[src/rtl/dmem_bus_if_if.sv]
// Word-access req/ack data bus between the MEM-stage bus interface (master)
// and the data memory (slave).
interface dmem_bus_if_if;
  logic        bus_req;
  logic        bus_we;
  logic [31:0] bus_addr;
  logic [31:0] bus_wdata;
  logic        bus_ack;
  logic        bus_err;
  logic [31:0] bus_rdata;

  modport master (
    output bus_req, bus_we, bus_addr, bus_wdata,
    input  bus_ack, bus_err, bus_rdata
  );

  modport slave (
    input  bus_req, bus_we, bus_addr, bus_wdata,
    output bus_ack, bus_err, bus_rdata
  );
endinterface

[src/rtl/dmem_bus_if.sv]
// MEM-stage data-memory bus interface: stalls the pipeline while one word
// access is outstanding on the req/ack bus and returns registered load data.
module dmem_bus_if #(
  parameter int unsigned TIMEOUT = 16,
  parameter int unsigned CNT_W   = 5
) (
  input  logic          clk,
  input  logic          rst,
  input  logic [31:0]   mem_addr,
  input  logic          mem_we,
  input  logic          mem_re,
  input  logic [31:0]   mem_wd,
  input  logic          pipe_hold,
  output logic [31:0]   mem_data_o,
  output logic          mem_stall,
  output logic          dmem_err,
  dmem_bus_if_if.master bus
);

  typedef enum logic [1:0] {
    IDLE = 2'd0,
    BUSY = 2'd1,
    DONE = 2'd2
  } state_t;

  localparam logic [CNT_W-1:0] CNT_LAST = CNT_W'(TIMEOUT - 1);

  state_t           state_q;
  logic [CNT_W-1:0] cnt_q;
  logic [31:0]      data_q;
  logic             err_q;
  logic             req_q;
  logic             we_q;
  logic [31:0]      addr_q;
  logic [31:0]      wdata_q;
  logic             load_q;

  logic acc;
  logic aligned;

  assign acc     = mem_we | mem_re;
  assign aligned = (mem_addr[1:0] == 2'b00);

  // The IDLE cycle of an aligned access already stalls so MEM inputs stay put.
  assign mem_stall = (state_q == BUSY) || ((state_q == IDLE) && acc && aligned);

  assign mem_data_o    = data_q;
  assign dmem_err      = err_q;
  assign bus.bus_req   = req_q;
  assign bus.bus_we    = we_q;
  assign bus.bus_addr  = addr_q;
  assign bus.bus_wdata = wdata_q;

  always_ff @(posedge clk) begin
    if (rst) begin
      state_q <= IDLE;
      cnt_q   <= '0;
      data_q  <= '0;
      err_q   <= 1'b0;
      req_q   <= 1'b0;
      we_q    <= 1'b0;
      addr_q  <= '0;
      wdata_q <= '0;
      load_q  <= 1'b0;
    end else begin
      unique case (state_q)
        IDLE: begin
          if (acc && aligned) begin
            addr_q  <= {mem_addr[31:2], 2'b00};
            wdata_q <= mem_wd;
            we_q    <= mem_we;
            load_q  <= ~mem_we;
            req_q   <= 1'b1;
            cnt_q   <= '0;
            err_q   <= 1'b0;
            state_q <= BUSY;
          end else if (acc) begin
            err_q   <= 1'b1;
            state_q <= DONE;
          end else begin
            err_q   <= 1'b0;
          end
        end
        BUSY: begin
          if (bus.bus_ack) begin
            req_q <= 1'b0;
            if (load_q) begin
              data_q <= bus.bus_err ? '0 : bus.bus_rdata;
            end
            err_q   <= bus.bus_err;
            state_q <= DONE;
          end else if (cnt_q == CNT_LAST) begin
            req_q <= 1'b0;
            if (load_q) begin
              data_q <= '0;
            end
            err_q   <= 1'b1;
            state_q <= DONE;
          end else if (cnt_q != '1) begin
            cnt_q <= cnt_q + CNT_W'(1);
          end
        end
        DONE: begin
          if (!pipe_hold) begin
            state_q <= IDLE;
          end
        end
        default: state_q <= IDLE;
      endcase
    end
  end

endmodule

[src/flat_wrapper.sv]
// flat-port wrapper written by rule: the top's interface ports become plain ports
module dmem_bus_if_flat 
#(
  parameter int unsigned TIMEOUT = 16,
  parameter int unsigned CNT_W   = 5
)
  (clk, rst, mem_addr, mem_we, mem_re, mem_wd, pipe_hold, mem_data_o, mem_stall, dmem_err, bus_bus_req, bus_bus_we, bus_bus_addr, bus_bus_wdata, bus_bus_ack, bus_bus_err, bus_bus_rdata);
  dmem_bus_if_if bus_i ();
  input  logic clk;
  input  logic rst;
  input  logic [31:0] mem_addr;
  input  logic mem_we;
  input  logic mem_re;
  input  logic [31:0] mem_wd;
  input  logic pipe_hold;
  output logic [31:0] mem_data_o;
  output logic mem_stall;
  output logic dmem_err;
  output wire logic [$bits(bus_i.bus_req)-1:0] bus_bus_req;
  output wire logic [$bits(bus_i.bus_we)-1:0] bus_bus_we;
  output wire logic [$bits(bus_i.bus_addr)-1:0] bus_bus_addr;
  output wire logic [$bits(bus_i.bus_wdata)-1:0] bus_bus_wdata;
  input wire logic [$bits(bus_i.bus_ack)-1:0] bus_bus_ack;
  input wire logic [$bits(bus_i.bus_err)-1:0] bus_bus_err;
  input wire logic [$bits(bus_i.bus_rdata)-1:0] bus_bus_rdata;
  assign bus_bus_req = bus_i.bus_req;
  assign bus_bus_we = bus_i.bus_we;
  assign bus_bus_addr = bus_i.bus_addr;
  assign bus_bus_wdata = bus_i.bus_wdata;
  assign bus_i.bus_ack = bus_bus_ack;
  assign bus_i.bus_err = bus_bus_err;
  assign bus_i.bus_rdata = bus_bus_rdata;
  dmem_bus_if #(.TIMEOUT(TIMEOUT), .CNT_W(CNT_W)) u_core (.clk(clk), .rst(rst), .mem_addr(mem_addr), .mem_we(mem_we), .mem_re(mem_re), .mem_wd(mem_wd), .pipe_hold(pipe_hold), .mem_data_o(mem_data_o), .mem_stall(mem_stall), .dmem_err(dmem_err), .bus(bus_i));
endmodule
[config.mk]
export PLATFORM = sky130hd
export DESIGN_NAME = dmem_bus_if_flat
export DESIGN_NICKNAME = d
export VERILOG_FILES = /design/src/rtl/dmem_bus_if_if.sv /design/src/rtl/dmem_bus_if.sv /design/src/flat_wrapper.sv
export SDC_FILE = /design/constraint.sdc
export NUM_CORES = 1
export LEC_CHECK = 0
export ABC_CLOCK_PERIOD_IN_PS = 4059
export CAP_MARGIN = 25
export CELL_PAD_IN_SITES_DETAIL_PLACEMENT = 1
export CELL_PAD_IN_SITES_GLOBAL_PLACEMENT = 1
export CORE_AREA = 4 4 122 124
export CTS_BUF_LIST = sky130_fd_sc_hd__clkbuf_4 sky130_fd_sc_hd__clkbuf_8
export DETAILED_ROUTE_END_ITERATION = 8
export DIE_AREA = 0 0 126 128
export GPL_ROUTABILITY_DRIVEN = 0
export PLACE_DENSITY = 0.95
export SLEW_MARGIN = 20
export SYNTH_ARGS = -nofsm -noshare
export SYNTH_HDL_FRONTEND = slang
export SYNTH_SLANG_ARGS = --single-unit
[constraint.sdc]
create_clock -name clk -period 4.06 [get_ports clk]
set_input_delay 0.812 -clock clk [delete_from_list [all_inputs] [get_ports clk]]
set_output_delay 0.812 -clock clk [all_outputs]
set_load 0.05 [all_outputs]
==> results of run 1 <==
## power by group
part | internal (mW) | switching, mW | total [mW]
Sequential | 1.06 | 0.0224 | 1.08
Combinational | 0.185 | 0.306 | 0.491
Clock | 0.348 | 0.367 | 0.715
## metal layers
layer  wire length (microns)  vias up  GRT usage [%]
met4                     143        0          6.940
li1                        -     2290              -
met1                    6981     2365          24.16
met2                    9204      147          37.21
met5                       0        -              0
met3                     973       12          5.125
## area by class of cell
cell class | count | area, sq um
fill | 1593 | 7013
timing repair buffer | 209 | 2113
sequential | 105 | 2102
multi-input combinational | 341 | 2093
tap | 180 | 225.2
clock buffer | 9 | 123.9
clock inverter | 7 | 95.09
inverter | 2 | 7.507
## metrics by stage
step	cells	area, sq um	util (%)	hold WS [ps]
finish	853	6760	49.08	474.8
global route	853	6760	49.08	497.4
CTS	851	6720	48.79	476.5
detailed placement	835	6501	47.20	461.3
global placement	835	6499	47.18	454.8
floorplan	525	4477	-	447.6
## synth_stat cells, types with 3 or more instances
cell type | number | area, sq um
nand4_1 | 94 | 588.1
nor2_1 | 4 | 15.01
a21oi_1 | 100 | 500.5
nand3_1 | 5 | 25.02
o31ai_1 | 65 | 488.0
dfxtp_1 | 105 | 2102
nand2_1 | 5 | 18.77
buf_1 | 5 | 18.77
ha_1 | 3 | 37.54
or2_2 | 3 | 18.77
clkbuf_1 | 68 | 255.2
or3_1 | 3 | 18.77
o21ai_0 | 36 | 180.2
## worst paths after layout
path | from | endpoint | slack (ps) | cells past startpoint
setup reg to reg | u_core.cnt_q[0] | u_core.cnt_q[3] | 1650 | 6
setup / recovery | mem_we | mem_stall | 1150 | 5
hold reg to reg | u_core.bus.bus_wdata[31] | u_core.bus.bus_wdata[31] | 470 | 2
hold / removal | u_core.bus.bus_wdata[31] | u_core.bus.bus_wdata[31] | 470 | 2
## cell families after synthesis
family	synth area share [%]
muxes	0.4476
DFF	46.99
and+or+nand+nor	17.34
adders and majority gates	0.8393
other	0.08384
buffers and inverters	6.993
AOI/OAI and AO/OA	27.30
## registers in the layout, summed over array words and instances, names as in the netlist
register and cells:
u_core.dmem_err 1, u_core.state_q 2, u_core.bus.bus_addr 30, u_core.mem_data_o 32, u_core.bus.bus_we 1, u_core.cnt_q 5, u_core.bus.bus_req 1, u_core.load_q 1
u_core.bus.bus_wdata 32
## cell usage in the layout, fill, tap and decap left out, types with 2 or more instances in the layout
cell type,n
nor2_4,3
clkinv_4,2
a21oi_1,100
o21ai_0,36
ha_1,3
o31ai_1,65
bufinv_16,2
nand3_1,5
nand3b_1,2
nand2_1,5
clkdlybuf4s50_1,198
buf_12,2
inv_1,2
nand2b_1,2
or2_2,3
dfxtp_1,105
or3_1,3
buf_4,7
clkbuf_8,9
nand4_1,94
conb_1,2
clkinv_2,2
mux2i_1,2
## critical path, delay by kind of cell
kind,cells,cell delay [ps]
buffers and inverters,2,650
and+or+nand+nor,3,630
==> key figures, run 1 <==
Worst setup path
  – Cell-by-cell trace of the critical path: clkdlybuf4s50_1 > or2_2 > nand3_1 > nand2_1 > buf_12
  – CP required: about 3300 ps
  – Slowest CP cell: clkdlybuf4s50_1
  – Crit path max fanout: 3
  – CP Launch Type: input pin
  – Worst stage delay on the critical path: 490 ps
  – Critical path arrival: 2100 ps
  – CP endpoint kind: primary output
  – Critical path class: input pin to primary output

STA
  – Final period util: 71.71%
  – Worst slew pin tran: between 700 and 800 ps
  – Final Max Tran Viols: 0
  – Relative slew slack: 49.52%
  – Clock skew: 9.545 ps
  – Endpoints failing setup: 0
  – Minimum clock period: 2911 ps
  – Count of final hold-check violations: 0
  – Final WS setup: 1149 ps
  – FMAX: about 340 MHz
  – TNS Setup: 0 ps
  – Unrepaired setup endpoints after global routing: false

Clock tree
  – Post-cts repair resize count: 0
  – CTS buffer count: 9
  – Setup Fix Bufs, Post-CTS: 0
  – Worst-Skew Late Latency: 370 ps
  – CTS sink count: 105
  – CTS Hold Bufs: 0
  – Root Driver: clkbuf_8
  – Clk buf depth: 2
  – H-tree levels: 3
  – Clock transition at the registers of the reported paths: roughly 110 ps
  – CTS tree: done

Route
  – Final wirelength: about 17 mm
  – Final ANT Viol Nets: 0
  – TritonRoute pass-1 iters: 4
  – Remaining DRCs: 0
  – Drt wl/cell: 20.28 microns
  – Routed vias: 4814
  – Vias per cell: 5.644
  – DRT iter0 DRCs: ~270

Yosys
  – Synth async-reset ratio: 0%
  – Post-synthesis area per instance: 8.536 sq um
  – Number of flops mapped to enable cells by yosys: 0
  – #FFs+latches synth: 105
  – Yosys synthesis warning count: 0
  – Mapped Cells: 524
  – Mapped cell area: 4473 sq um
  – Post-synthesis sequential area ratio: 46.99%
  – Unique cell type count in the Yosys netlist: 35
  – Ys flop type: dfxtp_1

Global route
  – All-Layer GR Usage: 20.73%
  – Initial antenna violation count: 0
  – GR Overflow Total: 0
  – Vias in the first global route: 5163
  – First-pass GRT wire length: 27.37 mm
  – Largest net degree at the start of global routing: between 100 and 150

Power and ir drop
  – Leakage Power: 2.202 nW
  – Peak VDD IR: around 0.00016 V
  – PD cells: about 340 nW/um^2
  – Total Power: 2.290 mW

Die
  – Std-Cell Rows: between 40 and 50
  – Top Ports: 203
  – DIE AREA: approximately 16000 sq um
  – Initial core utilization: 32.48%
  – Die H: 128 microns
  – Core area: 13770 sq um
  – Die W: 126 microns

Finish
  – Share of cells above drive strength 1: approximately 5.6%
  – Final net count: 774
  – Area Overhead vs Synth: 51.13%
  – Diodes inserted: 0

Placement
  – IO Port Bufs: 200
  – Setup WS pre-CTS: 1146 ps
  – Post-DP HPWL: 11.72 mm

Run status
  – Status: complete, no violations

Min path
  – Worst hold path type: flop to flop

Job
  – Max_cap viols: 0
Power figures use the tool's default switching activity.
==> run 2, diff against run 1 <==
ABC_CLOCK_PERIOD_IN_PS = 2900   (was 4059)
CORE_AREA = 4 4 128 130   (was 4 4 122 124)
DIE_AREA = 0 0 132 134   (was 0 0 126 128)
PLACE_DENSITY = 0.92   (was 0.95)
clock period = 2.9 ns   (was 4.06 ns; I/O delays follow)
==> key figures, run 2 (synthesized netlist as in run 1, its figures left out) <==
Run status
  – Status: complete, no violations

Clock tree
  – CTS sink count: 105 (unchanged)
  – Setup Fix Bufs, Post-CTS: 0 (unchanged)
  – Post-cts repair resize count: 0 (unchanged)
  – H-tree levels: 3 (unchanged)
  – Clock transition at the registers of the reported paths: 100 ps (about the same)
  – Root Driver: clkbuf_8
  – CTS Hold Bufs: 0 (unchanged)
  – Clk buf depth: 2 (unchanged)
  – CTS buffer count: 9 (unchanged)
  – Worst-Skew Late Latency: 370 ps (about the same)
  – CTS tree: done

Placement
  – IO Port Bufs: 200 (unchanged)
  – Post-DP HPWL: 11.30 mm (-3.6%)
  – Setup WS pre-CTS: 468.3 ps (-677.5 ps)

Job
  – Max_cap viols: 0 (unchanged)

STA
  – Count of final hold-check violations: 0 (unchanged)
  – Final WS setup: 467.9 ps (-680.6 ps)
  – Endpoints failing setup: 0 (unchanged)
  – Relative slew slack: 36.26% (-13 points)
  – TNS Setup: 0 ps (unchanged)
  – Final period util: 83.86%
  – Minimum clock period: about 2400 ps
  – FMAX: 411.2 MHz
  – Worst slew pin tran: 956.1 ps (+198.9 ps)
  – Unrepaired setup endpoints after global routing: false
  – Final Max Tran Viols: 0 (unchanged)
  – Clock skew: 9.251 ps (-0.2943 ps)

Min path
  – Worst hold path type: flop to flop

Finish
  – Share of cells above drive strength 1: 6.608% (+0.96 points)
  – FILL cells: 1714 (+7.6%)
  – Diodes inserted: 0 (unchanged)
  – Commonest non-fill, non-tap cells in the layout: clkdlybuf4s50_1 (198), dfxtp_1 (105), a21oi_1 (100)
  – Most common cell after layout, fill and taps aside: clkdlybuf4s50_1
  – Area Overhead vs Synth: 53.34%
  – Final net count: 782 (+1.0%)

Route
  – Met2 Wirelength: 8.210 mm (-11%)
  – Detailed-route wire length on metal 1: 7.220 mm (+3.4%)
  – Final ANT Viol Nets: 0 (unchanged)
  – TritonRoute pass-1 iters: 4 (unchanged)
  – DRT iter0 DRCs: 287 (+8.3%)
  – Drt wl/cell: 19.66 microns (-3.1%)
  – DR top layer: met4
  – Vias per cell: 5.540 (-1.8%)
  – Final wirelength: 17.08 mm (-1.3%)
  – Remaining DRCs: 0 (unchanged)
  – Routed vias: 4814 (unchanged)
  – Metal3 WL: 1.156 mm (+19%)

Global route
  – Vias in the first global route: 4939 (-4.3%)
  – Largest net degree at the start of global routing: 65 (-37%)
  – All-Layer GR Usage: 18.80% (-1.9 points)
  – First-pass GRT wire length: 27.28 mm (-0.35%)
  – Initial antenna violation count: 0 (unchanged)
  – GR Overflow Total: 0 (unchanged)

Die
  – Die H: 134 microns (+4.7%)
  – Core area: 15150 sq um (+10%)
  – Std-Cell Rows: 45 (+4.7%)
  – Top Ports: 203 (unchanged)
  – DIE AREA: 17690 sq um (+9.7%)
  – Die W: 132 microns (+4.8%)
  – Initial core utilization: 29.53% (-2.9 points)

Worst setup path
  – CP endpoint kind: primary output
  – Critical path class: input pin to primary output
  – CP required: 2320 ps (-930 ps)
  – CP Launch Type: input pin
  – Crit path max fanout: 3 (unchanged)
  – Critical path arrival: 1850 ps (-250 ps)

Power and ir drop
  – PD cells: 492.2 nW/um^2 (+45%)
  – Peak VDD IR: 0.0002083 V (+29%)
  – Leakage Power: 2.256 nW (+2.5%)
run 2: changes by cell type in the layout (fill, tap and decap cells not counted), sizes merged:
cell / delta
buf: +8
clkbuf: +3
clkinv: -4
bufinv: +1
run 2: area by class of cell:
type	instances	area [sq um]	area share (%)
inverters	2	7.507	0.1094
multi-input cells	341	2090	30.46
clock buffers	12	165.2	2.408
repair buffers	217	2162	31.52
flip-flops and latches	105	2102	30.65
clock inverters	4	97.59	1.423
well taps	188	235.2	3.429
run 2: stage by stage:
step,instance area (sq um),util (%),total power [mW],std cells,hold WS (ps)
after global routing,6859,45.29,3.524,869,497.2
after global placement,6596,43.55,2.240,853,454.4
final,6859,45.29,3.376,869,473.0
after floorplan,4477,-,1.926,525,447.6
after CTS,6859,45.29,3.422,869,476.8
after detailed placement,6596,43.55,2.244,853,461.7
run 2: routing by layer:
layer	vias to the layer above	global-route usage [%]
met5	-	0
met2	147	31.30
met3	32	5.701
met4	0	6.884
met1	2340	23.04
li1	2295	-
run 2: path summary, 6_finish.rpt:
check                    startpoint                endpoint  slack [ps]  depth (start not counted)
max reg2reg         u_core.cnt_q[0]         u_core.cnt_q[3]         610                          6
max                          mem_we               mem_stall         470                          5
min          u_core.bus.bus_addr[5]  u_core.bus.bus_addr[5]         470                          2
min reg2reg  u_core.bus.bus_addr[5]  u_core.bus.bus_addr[5]         470                          2
run 2: worst max-delay path: stages:
cell and delay (ps):
clkdlybuf4s50_1 480, or2_2 340, nand3_1 160, nand2_1 120, buf_12 160
run 2: report_power, final:
part	leakage, nW	internal, mW	switching (mW)
combinational	1.28	0.265	0.431
sequential	0.851	1.49	0.0288
clock	0.129	0.645	0.520
total	2.26	2.40	0.980
==> run 3, diff against run 2 <==
ABC_CLOCK_PERIOD_IN_PS = 2200   (was 2900)
CORE_AREA = 4 4 134 136   (was 4 4 128 130)
DIE_AREA = 0 0 138 140   (was 0 0 132 134)
PLACE_DENSITY = 0.88   (was 0.92)
clock period = 2.2 ns   (was 2.9 ns; I/O delays follow)
==> key figures, run 3 (synthesized netlist as in run 1, its figures left out) <==
STA
  – Unrepaired setup endpoints after global routing: true
  – Hold_ws: 474.4 ps (+1.440 ps)
  – FMAX: 471.9 MHz
  – Relative slew slack: 51.47% (+15 points)
  – Final WS setup: 80.88 ps (-387.1 ps)
  – Endpoints failing setup: 0 (unchanged)
  – TNS Setup: 0 ps (unchanged)
  – Minimum clock period: around 2100 ps
  – Count of final hold-check violations: 0 (unchanged)
  – Clock skew: 28.16 ps (+18.91 ps)
  – Final Max Tran Viols: 0 (unchanged)
  – Worst slew pin tran: 727.9 ps (-228.1 ps)
  – Final period util: 96.32%

Worst setup path
  – Critical path arrival: 2450 ps (+600 ps)
  – Worst stage delay on the critical path: 480 ps (about the same)
  – CP endpoint kind: flop
  – Crit path max fanout: 7 (+4)
  – Cell-by-cell trace of the critical path: ha_1 > and3_1 > ha_2 > or4b_4 > buf_4 > or3_1 > a21oi_2
  – Critical path class: flop to flop
  – Slowest CP cell: or4b_4
  – CP required: 2530 ps (+210 ps)
  – CP Launch Type: flop

Min path
  – Worst hold path type: flop to flop

Power and ir drop
  – Peak VDD IR: 0.0002771 V (+33%)
  – PD cells: 602.3 nW/um^2 (+22%)
  – Total Power: 4.205 mW (+25%)
  – Leakage Power: 2.291 nW (+1.6%)

Die
  – Core area: 16940 sq um (+12%)
  – Initial core utilization: 26.41% (-3.1 points)
  – Std-Cell Rows: 48 (+6.7%)
  – DIE AREA: 19320 sq um (+9.2%)
  – Die H: 140 microns (+4.5%)
  – Die W: 138 microns (+4.5%)
  – Top Ports: 203 (unchanged)

Route
  – TritonRoute pass-1 iters: 4 (unchanged)
  – Drt wl/cell: 18.84 microns (-4.2%)
  – DRT iter0 DRCs: 198 (-31%)
  – Routed vias: 4881 (+1.4%)
  – Vias per cell: 5.334 (-3.7%)
  – Final wirelength: 17.24 mm (+0.90%)
  – Final ANT Viol Nets: 0 (unchanged)
  – Remaining DRCs: 0 (unchanged)

Finish
  – Area Overhead vs Synth: 56.08%
  – Final net count: 791 (+1.2%)
  – FILL cells: 1970 (+15%)
  – Diodes inserted: 0 (unchanged)
  – Commonest non-fill, non-tap cells in the layout: clkdlybuf4s50_1 (198), dfxtp_1 (104), a21oi_1 (99)
  – Share of cells above drive strength 1: 8.406% (+1.8 points)
  – Most common cell after layout, fill and taps aside: clkdlybuf4s50_1

Clock tree
  – CTS buffer count: 9 (unchanged)
  – Worst-Skew Late Latency: 400 ps (+30 ps)
  – Clk buf depth: 2 (unchanged)
  – Setup Fix Bufs, Post-CTS: 0 (unchanged)
  – Clock transition at the registers of the reported paths: 120 ps (+20 ps)
  – CTS sink count: 105 (unchanged)
  – H-tree levels: 3 (unchanged)
  – CTS Hold Bufs: 0 (unchanged)
  – Root Driver: clkbuf_8
  – CTS tree: done

Global route
  – Largest net degree at the start of global routing: 65 (unchanged)
  – Vias in the first global route: 5047 (+2.2%)
  – First-pass GRT wire length: 27.48 mm (+0.76%)
  – All-Layer GR Usage: 17.07% (-1.7 points)
  – GR Overflow Total: 0 (unchanged)
  – Initial antenna violation count: 0 (unchanged)

Placement
  – IO Port Bufs: 200 (unchanged)
  – Setup WS pre-CTS: 10.57 ps (-457.7 ps)
  – Post-DP HPWL: 11.43 mm (+1.2%)

Run status
  – Status: complete, no violations

Job
  – Max_cap viols: 0 (unchanged)
==> run 3: cell types whose count changed in the layout (fill, tap and decap cells not counted), moves of 3 or more <==
cell / delta
clkbuf_8: -3
buf_4: +5
clkinv_8: +3
buf_12: +4
clkinv_4: +3
bufinv_16: -3
==> run 3: worst paths after layout <==
| check | from | end | slack (ps) | depth (start not counted) |
|---|---|---|---|---|
| min reg2reg | u_core.bus.bus_addr[2] | u_core.bus.bus_addr[2] | 470 | 2 |
| max reg2reg | u_core.cnt_q[0] | u_core.cnt_q[2] | 80 | 7 |
| max | u_core.cnt_q[0] | u_core.cnt_q[2] | 80 | 7 |
| min | u_core.bus.bus_addr[2] | u_core.bus.bus_addr[2] | 470 | 2 |
==> run 3: worst max-delay path: cells and delay by family (launching register included) <==
| kind | cells | cell delay, ps |
|---|---|---|
| compound gates | 1 | 130 |
| buf+inv | 1 | 170 |
| flops | 1 | 350 |
| fa+ha+maj | 2 | 390 |
| simple gates | 3 | 1040 |
==> run 3: routing by layer <==
metal | track usage, % | routed length (microns) | vias to the layer above
met4 | 5.044 | 353 | 0
met3 | 6.214 | 1326 | 21
met1 | 20.77 | 7294 | 2384
met5 | 0 | 0 | -
met2 | 28.42 | 8263 | 155
li1 | - | - | 2321
==> run 3: stage by stage <==
stage,area [sq um],utilization (%),instances
2_1_floorplan,4477,-,525
3_3_place_gp,6760,39.92,899
3_5_place_dp,6760,39.92,899
4_1_cts,6970,41.16,915
5_1_grt,6982,41.22,915
6_report,6982,41.22,915
==> run 3: layout make-up <==
type / count / area [sq um] / area share (%)
clock buffer: 9 / 123.9 / 1.774
sequential: 105 / 2103 / 30.13
multi-input combinational: 341 / 2100 / 30.07
tap: 225 / 281.5 / 4.032
timing repair buffer: 226 / 2280 / 32.65
clock inverter: 7 / 86.33 / 1.237
inverter: 2 / 7.507 / 0.1075
==> run 3: power breakdown <==
part | total (mW) | leakage, nW | switching, mW | internal, mW
clock network | 1.25 | 0.104 | 0.800 | 0.455
registers | 2.00 | 0.852 | 0.0377 | 1.96
logic | 0.953 | 1.34 | 0.579 | 0.374
==> run 3: what timing repair did <==
action | CTS | global route
gates resized for setup | 0 | 4
setup endpoints to repair | 0 | 3
endpoints found under the hold margin | 0 | 0
